==> config.mk <==
export PLATFORM = sky130hd
export DESIGN_NAME = decoder_rr_arbiter_16
export DESIGN_NICKNAME = d
export VERILOG_FILES = /design/src/rtl/decoder_rr_arbiter_16.sv
export SDC_FILE = /design/constraint.sdc
export NUM_CORES = 1
export LEC_CHECK = 0
export BUFFER_PORTS_ARGS = -buffer_cell sky130_fd_sc_hd__buf_4
export CAP_MARGIN = 20
export CORE_MARGIN = 1
export CORE_UTILIZATION = 45
export CTS_CLUSTER_SIZE = 10
export DETAILED_ROUTE_END_ITERATION = 10
export GPL_ROUTABILITY_DRIVEN = 0
export PLACE_DENSITY = 0.62
export SLEW_MARGIN = 0
export SYNTH_ARGS = -nofsm -noshare
export SYNTH_HDL_FRONTEND = slang
export SYNTH_SLANG_ARGS = --single-unit
==> constraint.sdc <==
create_clock -name clk -period 6.25 [get_ports clk]
set_input_delay 0 -clock clk [delete_from_list [all_inputs] [get_ports clk]]
set_output_delay 0 -clock clk [all_outputs]
set_load 0.03 [all_outputs]
==> src/rtl/decoder_rr_arbiter_16.sv <==
// decoder_rr_arbiter_16: round-robin arbiter owning a 4-to-16 one-hot select decoder.
// Define DECODER_RR_ARB_TIMEOUT_EN to add forced rotation after MAX_HOLD grant cycles.
module decoder_4_to_16 (
    input  logic        ena_i,
    input  logic [3:0]  in_i,
    output logic [15:0] out_o
);
    assign out_o = ena_i ? 16'd1 << in_i : 16'd0;
endmodule

module decoder_rr_arbiter_16 #(
    parameter int MAX_HOLD = 8
) (
    input  logic        clk,
    input  logic        rst_n,
    input  logic        ena_i,
    input  logic [15:0] req_i,
    output logic [15:0] grant_o,
    output logic [3:0]  grant_idx_o,
    output logic        grant_valid_o,
    output logic        preempt_o
);
    typedef enum logic {IDLE, GRANT} state_t;
    state_t      state_q;
    logic [3:0]  idx_q;
    logic [3:0]  ptr_q;
    logic [15:0] cand;
    logic [3:0]  win;
    logic        found;
    logic        rel;
    logic        take;
    logic        tmo;

    if (MAX_HOLD < 1) begin : g_bad_hold
        $error("MAX_HOLD must be at least 1");
    end

    // The releasing owner is masked so it cannot immediately win again.
    always_comb begin
        cand  = (state_q == GRANT) ? req_i & ~(16'd1 << idx_q) : req_i;
        win   = 4'd0;
        found = 1'b0;
        for (int k = 0; k < 16; k++)
            if (!found && cand[ptr_q + 4'(k)]) begin
                win   = ptr_q + 4'(k);
                found = 1'b1;
            end
    end

    assign rel  = (state_q == GRANT) && !req_i[idx_q];
    assign take = ena_i && found;

    always_ff @(posedge clk or negedge rst_n)
        if (!rst_n) begin
            state_q <= IDLE;
            idx_q   <= 4'd0;
            ptr_q   <= 4'd0;
        end else if (take && (state_q == IDLE || rel || tmo)) begin
            state_q <= GRANT;
            idx_q   <= win;
            ptr_q   <= win + 4'd1;
        end else if (rel) begin
            state_q <= IDLE;
        end

`ifdef DECODER_RR_ARB_TIMEOUT_EN
    localparam int HOLD_W = $clog2(MAX_HOLD + 1);
    logic [HOLD_W-1:0] hold_q;
    logic              preempt_q;

    assign tmo = (state_q == GRANT) && !rel && (hold_q == HOLD_W'(MAX_HOLD - 1));

    // Without a waiting rival the counter saturates and the grant is kept.
    always_ff @(posedge clk or negedge rst_n)
        if (!rst_n) begin
            hold_q    <= '0;
            preempt_q <= 1'b0;
        end else begin
            preempt_q <= tmo && take;
            if (state_q == IDLE || rel || (tmo && take))
                hold_q <= '0;
            else if (!tmo)
                hold_q <= hold_q + 1'b1;
        end

    assign preempt_o = preempt_q;
`else
    assign tmo       = 1'b0;
    assign preempt_o = 1'b0;
`endif

    assign grant_valid_o = (state_q == GRANT);
    assign grant_idx_o   = idx_q;

    decoder_4_to_16 u_dec (
        .ena_i (grant_valid_o),
        .in_i  (idx_q),
        .out_o (grant_o)
    );
endmodule

# Word level (Yosys, flattened, before mapping)
# Cells that the tools add are included.
# totals
ff_bits,9
latch_bits,0
mem_bits_rw,0
romBits,0
in_bits,19
out_inout_bits,22
word_cells,146
mem_count,0
# op_classes
add_sub_neg,16
mul,0
div_mod_pow,0
n_lt_le_gt_ge,17
eq_ne,0
n_shift,1
n_mux,70
n_bitwise,3
n_reduce_logical,36
# op_table
operator,n
"4-bit by 5-bit < comparator with 1-bit output, second input constant",17
1-bit binary-select mux with 4-bit select,17
4-bit two-way mux,16
1-bit two-way mux,35
"4-bit adder, second input constant",8
16-bit two-way mux,2
1-bit logical AND,18
"4-bit by 3-bit adder with 4-bit output, second input constant",4
16-bit bitwise AND,1
1-bit logical NOT,16
16-bit NOT,1
"1-bit by 4-bit left shift with 16-bit output, first input constant",1
"4-bit by 1-bit adder with 4-bit output, second input constant",2
"4-bit by 2-bit adder with 4-bit output, second input constant",2
2-bit nonzero test,1
1-bit logical OR,1
1-bit NOT,1

# Depth between registers and ports, before layout
# Gate-level depths: netlist of the first run.
# depth
ltp_word,55
mapped_depth,20
ltp_nobuf,15

# By module
# From an unflattened synthesis of the first run, not the netlist that was laid out.
# hier_totals
hier_cells,467
area_unflattened_um2,4011.3
# modules_own_cells
mod,instances,cells_per_inst,area_per_inst_um2,seq_area_each_um2
decoder_rr_arbiter_16,1,444,3891.2,225.2
decoder_4_to_16,1,23,120.1,0.0

# Least setup slack after synthesis of the first run
# OpenSTA, ideal clock, no wires.
# synth_timing
path_kind,register to register
start,register ptr_q[0]
end,register ptr_q[1]
setup_ns,0.125
t_arrival_ns,4.770
t_required_ns,6.125
slack_ns,1.355
path_stages_with_launch,19
path_buffers,5
synth_period_minus_slack_ns,4.895
path_cell_list,dfrtp_1 > clkinv_1 > buf_1 > clkbuf_1 > ha_1 > buf_2 > inv_2 > buf_2 > buf_2 > a211o_1 > nor4b_1 > mux2i_1 > o2111ai_2 > nor2_1 > a221oi_1 > a2111oi_2 > a221oi_2 > ha_1 > mux2_2
# synth_via
word_cells_on_any_way,112
cone_classes,16 x add/sub; 64 x mux; 32 x reduce/logical
# synth_lines
element,line_no,rtl
start: declaration,26,logic [3:0] ptr_q;
start signal: assignment,61,ptr_q <= win + 4'd1;
"parallel branches: the longest is 47 deep, another holds 4-bit by 1-bit adder with 4-bit output",--,
4-bit two-way mux (*),44,if (!found && cand[ptr_q + 4'(k)]) begin
via win[1],28,logic [3:0] win;
4-bit by 1-bit adder with 4-bit output (*),61,
# Mark *: on every way through the listed nets, which the timed path passes. The select of a mux whose other input is x is not followed.
# A chain may end at the register's enable or synchronous reset.

# Worst setup path after layout of the first run
# layout_timing
start,"register idx_q[0], in the netlist grant_idx_o[0]"
end,register ptr_q[1]
# layout_via
word_cells_on_any_way,106
cone_classes,1 x add/sub; 1 x shift; 67 x mux; 2 x bitwise; 35 x reduce/logical
# layout_lines
element,line_no,rtl
start: declaration,25,logic [3:0] idx_q;
start signal: assignment,60,idx_q <= win;
1-bit by 4-bit left shift with 16-bit output (*),40,cand = (state_q == GRANT) ? req_i & ~(16'd1 << idx_q) : req_i;
16-bit NOT (*),40,
16-bit bitwise AND (*),40,
16-bit two-way mux (*),40,
1-bit binary-select mux with 4-bit select,44,
1-bit two-way mux (implied by the code),44,
1-bit two-way mux,44,
1-bit logical NOT,44,
[38 not listed],--,
1-bit logical NOT,44,
1-bit logical AND,44,
1-bit two-way mux,44,
1-bit logical NOT,44,
1-bit logical AND,44,
4-bit two-way mux (*),44,
via win[1],28,
4-bit by 1-bit adder with 4-bit output (*),61,
# Mark *: on every way through the listed nets, which the timed path passes. The rest lies on a longest branch. The select of a mux whose other input is x is not followed.

==> results_dict.tcl, run 1 <==
set metrics [dict create \
    run_status "complete, no violations" \
    detailed_place.area_mm2 0.00398 \
    dpl.hpwl_um 10000 \
    final.setup.worst_slack_ns 0.978 \
    final_tns_setup_ns 0 \
    max_slew.worst_pin.slew_ns 1.08 \
    r2r_end "ptr_q[1]$_DFFE_PN0P_" \
    place.port_buffers 39 \
    syn_area_mm2 0.00367 \
    clock_tree.buffer_depth 2 \
    yosysUniqueCellTypes 83 \
    route.detailed.drc 0 \
    max_slew_violations 0 \
    start_util_pct 47.0 \
    floorplan.rows 32 \
    drive_gt1_share_pct 23.8 \
    syn2layout_area_growth_pct 10.3 \
    clock_tree_from_tritoncts "built" \
    clock-skew-final_ns 0.000709 \
    synth.top_cells.by_count "37 x sky130_fd_sc_hd__nand2_1, 36 x sky130_fd_sc_hd__nor2_1, 34 x sky130_fd_sc_hd__mux2i_1" \
    synthMostInstantiatedCell "sky130_fd_sc_hd__nand2_1" \
    post_synth.cell_area_avg_um2 8.00 \
    worstSetupEndpoint "ptr_q[1]$_DFFE_PN0P_" \
    critical_path.top_delay_family "multiplexers" \
    sink_count_of_the_clock_tree 9 \
    fin_cells 581 \
    clkTransAtPathRegs_ns 0.04 \
    crit_path_max_incr_delay_ns 0.81 \
    grt.met2_usage_pct 47.8 \
    critPathCaptureType "flop" \
    postSynthRegisterBits 9 \
    post_cts_resized 0 \
    antenna_found_initial 0 \
    seq_area_um2 225 \
    grt_pass1_vias 3857 \
    routedWlPerCell_um 22.7 \
    numCtsBuffers 3 \
    grtUsageTotal_pct 31.0 \
    yosysWarnings 0 \
    syn-num-nets 486 \
    post_cts_setup_bufs 0 \
    cp.required_ns 6.36 \
    worstSkewPairLatency_ns 0.23 \
    initialDrtViolationCount 500 \
    fillerInstances 767 \
    rsz_0062_raised_after_global_routing "false" \
    crit_path_top_delay_cell "sky130_fd_sc_hd__o21ai_0" \
    num_io_pins 41 \
    antenna_violating_nets_post_route 0 \
    grt_pass1_wl_um 20900 \
    globalRouteOverflowTotal 0 \
    h-tree-depth 1 \
    placeable_core_area_mm2 0.00781 \
    finalWirelength_um 13200 \
    hold_viol 0 \
    multi_input_comb_area_mm2 0.00324 \
    fin_crit_sh_pct 84.4 \
    max_cap_viol_count 0 \
    place.detailed.instances 575 \
    grt_max_degree 26 \
    synth_cells 459 \
    die_area_mm2 0.00852 \
    postSynth.topFlopCell "sky130_fd_sc_hd__dfrtp_1" \
    critical_path.cell_chain "nand2b_1 > o21ai_0 > mux2i_1 > mux4_2 > mux2i_2 > and4b_1 > nand4_1 > o221ai_1 > a2111oi_2 > a221oi_2 > ha_1 > mux2_2" \
    top_usage_layer "met2" \
    dp_worst_setup_slack_ns 1.21 \
    critical_path.n_buffers_inverters 0 \
    vias 4186 \
    finalSetupViolations 0 \
    grt.met3_usage_pct 4.19 \
    worst_r2r_path_depth 12 \
    top_area_cell_type_share_of_the_netlist_area_pct 12.9 \
    synth_top_area_cell "sky130_fd_sc_hd__mux4_2" \
    reg2reg_slack_ns 0.98 \
    setup.worst_path.start_class "flop" \
    average_vias_per_placed_instance 7.20 \
    design.final.nets 507 \
    critPathLaunch "grant_idx_o[0]$_DFFE_PN0P_" \
    die_width_um 92.3 \
    cp_num_cells 12 \
    fmax_mhz 190 \
    yosys-top-cells-area "sky130_fd_sc_hd__mux4_2 13%, sky130_fd_sc_hd__mux2i_1 9.3%, sky130_fd_sc_hd__dfrtp_1 6.1%, sky130_fd_sc_hd__nand2_1 3.8%, sky130_fd_sc_hd__nor2_1 3.7%" \
    use_met1_pct 43.9 \
    ys_seq_area_share_pct 6.13 \
    path_class "flop to flop" \
    synth_async_sr_flop_share_pct 100 \
    timing.hold.worst.class "input port to asynchronous set/reset pin" \
    detail_route.first_pass.iterations 6 \
    fp.dieH_um 92.3 \
    max_slew_margin_pct 27.6 \
    stdcell_area_mm2 0.00405 \
    maximum_net_fanout_on_the_critical_path 14 \
    insertedDiodeCount 0 \
    r2r_start "grant_idx_o[0]$_DFFE_PN0P_" \
    clock_tree.root_cell "sky130_fd_sc_hd__clkbuf_8" \
    synth_enable_flop_cells 0 \
    cp.arrival_ns 5.38 \
    final.min_clock_period_ns 5.27 \
]
==> kinds of logic after synthesis <==
family / synth area share (%)
AO/OA/AOI/OAI: 30.3
adder cells (fa/ha/maj): 2.73
AND/OR/NAND/NOR: 25.8
other: 0.102
XOR/XNOR: 2.62
flip-flops: 6.14
buffers and inverters: 5.73
multiplexers: 26.6
==> per-layer routing <==
| metal | up-vias | routed length [µm] |
|---|---|---|
| met5 | - | 0 |
| met4 | 0 | 395 |
| met3 | 38 | 1380 |
| met2 | 304 | 5950 |
| met1 | 1980 | 5490 |
| li1 | 1864 | - |
==> cell type report <==
cell class	instances	share of cell area (%)
Clock buffer	4	1.11
Inverter	9	0.835
Tap cell	102	3.15
Timing Repair Buffer	50	9.40
Multi-Input combinational cell	407	79.9
Sequential cell	9	5.56
==> metrics by stage <==
step | hold slack (ns) | util, %
floorplan | -0.296 | -
global placement | -0.174 | 51.0
detailed placement | -0.172 | 51.0
CTS | 0.119 | 51.8
global route | 0.143 | 51.8
finish | 0.124 | 51.8
==> worst min path at each step <==
stage                                            end  slack (ns)  cells after the start
after CTS                 grant_idx_o[1]$_DFFE_PN0P_        0.12                      2
after detailed placement  grant_idx_o[1]$_DFFE_PN0P_       -0.17                      1
after global routing            ptr_q[0]$_DFFE_PN0P_        0.14                      2
final                     grant_idx_o[3]$_DFFE_PN0P_        0.12                      2
after floorplan           grant_idx_o[0]$_DFFE_PN0P_       -0.30                      0
after global placement          ptr_q[0]$_DFFE_PN0P_       -0.17                      1
==> layout by cell type, fill, tap and decap left out, types with 9 or more instances in the layout <==
cell,instances
sky130_fd_sc_hd__buf_4,48
sky130_fd_sc_hd__nand2_1,37
sky130_fd_sc_hd__nor2_1,36
sky130_fd_sc_hd__mux2i_1,34
sky130_fd_sc_hd__o21ai_0,23
sky130_fd_sc_hd__a21oi_1,23
sky130_fd_sc_hd__nor3_1,22
sky130_fd_sc_hd__mux4_2,21
sky130_fd_sc_hd__nand3_1,13
sky130_fd_sc_hd__o211a_1,11
sky130_fd_sc_hd__mux2_2,10
sky130_fd_sc_hd__o2111ai_1,10
sky130_fd_sc_hd__nand4_1,10
sky130_fd_sc_hd__xnor2_1,9
sky130_fd_sc_hd__o211ai_1,9
sky130_fd_sc_hd__dfrtp_1,9
==> state kept, by name, indices dropped and copies added (netlist names) <==
signal,flops
grant_idx_o,4
grant_valid_o,1
ptr_q,4
==> repair_timing <==
| action | CTS | global route |
|---|---|---|
| hold endpoints to repair | 10 | 0 |
| endpoints found under the setup margin | 0 | 0 |
| hold buffers | 2 | 0 |
Power of run 1 is not shown: default switching activity piles up to over one toggle a cycle in this logic, so the estimate is an artifact.
==> run 2, diff against run 1 <==
--- a/config.mk
+++ b/config.mk
@@ -5,6 +5,7 @@
 export SDC_FILE = /design/constraint.sdc
 export NUM_CORES = 1
 export LEC_CHECK = 0
+export ABC_AREA = 1
 export BUFFER_PORTS_ARGS = -buffer_cell sky130_fd_sc_hd__buf_4
 export CAP_MARGIN = 20
 export CORE_MARGIN = 1
@@ -12,7 +13,7 @@
 export CTS_CLUSTER_SIZE = 10
 export DETAILED_ROUTE_END_ITERATION = 10
 export GPL_ROUTABILITY_DRIVEN = 0
-export PLACE_DENSITY = 0.62
+export PLACE_DENSITY = 0.66
 export SLEW_MARGIN = 0
 export SYNTH_ARGS = -nofsm -noshare
 export SYNTH_HDL_FRONTEND = slang
==> constraint.sdc (replaced) <==
create_clock -name clk -period 4.3 [get_ports clk]
set_input_delay 0 -clock clk [delete_from_list [all_inputs] [get_ports clk]]
set_output_delay 0 -clock clk [all_outputs]
set_load 0.03 [all_outputs]
==> run 2 against run 1 <==
Sequential share of layout area up 1.7 points. Maximum frequency up 36%. Utilization increased by 3.7 points. Area after synthesis decreased by 28%. Worst setup slack got worse by 0.56 ns. Flip-flop and latch count is the same. Largest cell class unchanged. Highest routed layer unchanged.
==> results_dict.tcl, run 2 <==
set metrics [dict create \
    clock_tree_from_tritoncts "built" \
    globalRouteOverflowTotal 0 \
    vias 3576 \
    critPathCaptureType "flop" \
    synthMostInstantiatedCell "sky130_fd_sc_hd__nand3_1" \
    grt_pass1_wl_um 15500 \
    r2r_start "ptr_q[1]$_DFFE_PN0P_" \
    sink_count_of_the_clock_tree 9 \
    die_area_mm2 0.00618 \
    synth_top_area_cell "sky130_fd_sc_hd__nand3_1" \
    wl_met3_um 728 \
    hold_viol 0 \
    routedWlPerCell_um 15.3 \
    design.final.nets 566 \
    r2r_end "ptr_q[2]$_DFFE_PN0P_" \
    route.layer.met1.wl_um 4210 \
    drive_gt1_share_pct 15.2 \
    num_io_pins 41 \
    yosysUniqueCellTypes 39 \
    timing.hold.worst.class "input port to flop" \
    clkTransAtPathRegs_ns 0.04 \
    antenna_found_initial 0 \
    die_width_um 78.6 \
    crit_path_max_incr_delay_ns 0.58 \
    synth_enable_flop_cells 0 \
    grt_max_degree 22 \
    numCtsBuffers 3 \
    cp.required_ns 4.41 \
    multi_input_comb_area_mm2 0.00208 \
    highest_layer "met4" \
    synth_async_sr_flop_share_pct 100 \
    route.detailed.drc 0 \
    fp.dieH_um 78.6 \
    fillerInstances 590 \
    max_slew.worst_pin.slew_ns 0.717 \
    max_cap_viol_count 0 \
    finalWirelength_um 9340 \
    h-tree-depth 1 \
    rsz_0062_raised_after_global_routing "false" \
    critical_path.cell_chain "buf_4 > ha_1 > xnor2_1 > inv_2 > nand3_2 > nand3_1 > nand2_2 > nand3_4 > nor2_8 > nand4_4 > nor2_4 > nand4_2 > nor2_4 > nand4_2 > or2_0 > nand2_1 > nand2_2 > ha_1 > nand2_1 > o21ai_1 > nand2_1 > o21ai_1" \
    path_class "flop to flop" \
    crit_path_top_delay_cell "sky130_fd_sc_hd__xnor2_1" \
    dp_worst_setup_slack_ns 0.485 \
    grt_pass1_vias 3214 \
    hold-path-cell-count 3 \
    insertedDiodeCount 0 \
    syn-num-nets 523 \
    fmax_mhz 258 \
    met2RoutedLength_um 4220 \
    ys_seq_area_share_pct 8.53 \
    cp_common_cell "sky130_fd_sc_hd__nand2_1" \
    place.port_buffers 39 \
    max_slew_margin_pct 51.8 \
    final_tns_setup_ns 0 \
    max_slew_violations 0 \
    mostFrequentLayoutCells "148 x sky130_fd_sc_hd__nand3_1, 120 x sky130_fd_sc_hd__nand2_1, 61 x sky130_fd_sc_hd__inv_1" \
    yosysWarnings 0 \
    synth_cells 496 \
    seq_area_um2 225 \
    placeable_core_area_mm2 0.00557 \
    antenna_violating_nets_post_route 0 \
    clock_tree.root_cell "sky130_fd_sc_hd__clkbuf_8" \
    leading_cell_type_in_the_layout_fill_and_taps_excluded "sky130_fd_sc_hd__nand3_1" \
    worst_hold_path.endpoint "grant_valid_o$_DFFE_PN0P_" \
    synth.top_cells.by_count "148 x sky130_fd_sc_hd__nand3_1, 120 x sky130_fd_sc_hd__nand2_1, 61 x sky130_fd_sc_hd__inv_1" \
    detail_route.first_pass.iterations 6 \
    worstSkewPairLatency_ns 0.22 \
    maximum_net_fanout_on_the_critical_path 17 \
    final.setup.worst_slack_ns 0.423 \
    worst_r2r_path_depth 22 \
    post_cts_setup_bufs 0 \
    clock-skew-final_ns 0.00195 \
    post_synth.cell_area_avg_um2 5.32 \
    cp.arrival_ns 3.99 \
    clock_tree.buffer_depth 2 \
    start_util_pct 47.4 \
    final.min_clock_period_ns 3.88 \
    average_vias_per_placed_instance 5.86 \
    postSynth.topFlopCell "sky130_fd_sc_hd__dfrtp_1" \
    reg2reg_slack_ns 0.42 \
    syn_area_mm2 0.00264 \
    yosys-top-cells-area "sky130_fd_sc_hd__nand3_1 28%, sky130_fd_sc_hd__nand2_1 17%, sky130_fd_sc_hd__inv_1 8.7%, sky130_fd_sc_hd__dfrtp_1 8.5%, sky130_fd_sc_hd__nor2_1 5.3%" \
    run_status "complete, no violations" \
    dpl.hpwl_um 7820 \
    layout.core_utilization_pct 55.6 \
    setup.worst_path.start_class "flop" \
    initialDrtViolationCount 322 \
    grtUsageTotal_pct 31.6 \
    postSynthRegisterBits 9 \
    min-delay-start "ena_i" \
    floorplan.rows 27 \
    finalSetupViolations 0 \
    top_area_cell_type_share_of_the_netlist_area_pct 28.1 \
    fin_crit_sh_pct 90.2 \
    syn2layout_area_growth_pct 17.3 \
    critPathLaunch "ptr_q[1]$_DFFE_PN0P_" \
]
-- run 2: changes by cell type after synthesis, sizes merged, moves of 10 or more --
cell | previous run | this run
nor3 | 25 | 0
inv | 8 | 68
o211a | 11 | 0
mux4 | 21 | 0
mux2i | 37 | 0
nand2 | 38 | 125
o2111ai | 11 | 0
mux2 | 10 | 0
a21oi | 25 | 2
nand3 | 14 | 155
o21ai | 32 | 21
buf | 23 | 9
-- run 2: worst max path at each step --
stage | end | slack (ns) | cells after the start
after detailed placement | ptr_q[2]$_DFFE_PN0P_ | 0.49 | 22
after floorplan | ptr_q[2]$_DFFE_PN0P_ | 0.54 | 23
after global routing | ptr_q[2]$_DFFE_PN0P_ | 0.07 | 24
final | ptr_q[2]$_DFFE_PN0P_ | 0.42 | 22
after global placement | ptr_q[2]$_DFFE_PN0P_ | 0.63 | 22
after CTS | ptr_q[2]$_DFFE_PN0P_ | 0.48 | 22
-- run 2: cell families after synthesis --
| group | synth area share [%] |
|---|---|
| AOI/OAI and AO/OA | 8.48 |
| buffers and inverters | 12.7 |
| other | 0.142 |
| and+or+nand+nor | 64.1 |
| DFF | 8.53 |
| adders and majority gates | 3.79 |
| xor gates and xnor gates | 2.32 |
-- run 2: through the flow --
step	std cells	hold WS [ns]	cell area, µm²
after floorplan	496	-0.296	2640
after global placement	605	-0.173	3040
after detailed placement	605	-0.174	3040
after CTS	610	0.0426	3100
after global routing	610	0.0677	3100
final	610	0.0395	3100
-- run 2: what timing repair did --
item | CTS | global route
hold endpoints to repair | 9 | 0
resized for setup | 0 | 0
hold buffers | 1 | 0
-- run 2: worst max-delay path: cells and delay by family, from the launching register on --
family / cells / cell delay (ns)
AND/OR/NAND/NOR: 15 / 1.90
XOR/XNOR: 1 / 0.58
adder cells (fa/ha/maj): 2 / 0.42
buffers and inverters: 2 / 0.39
flip-flops: 1 / 0.37
AO/OA/AOI/OAI: 2 / 0.11
-- run 2: final cells by class --
class | count | share of cell area, %
multi-input cells | 403 | 67.2
flip-flops and latches | 9 | 7.27
well taps | 72 | 2.91
clock buffers | 4 | 1.45
inverters | 70 | 8.48
repair buffers | 52 | 12.7
-- run 2: per-layer routing --
layer / up-vias / global-route usage [%]
li1: 1745 / -
met1: 1645 / 44.8
met2: 165 / 51.3
met3: 21 / 1.98
met4: 0 / 7.78
met5: - / 0
Power of run 2 is left out for the same reason.
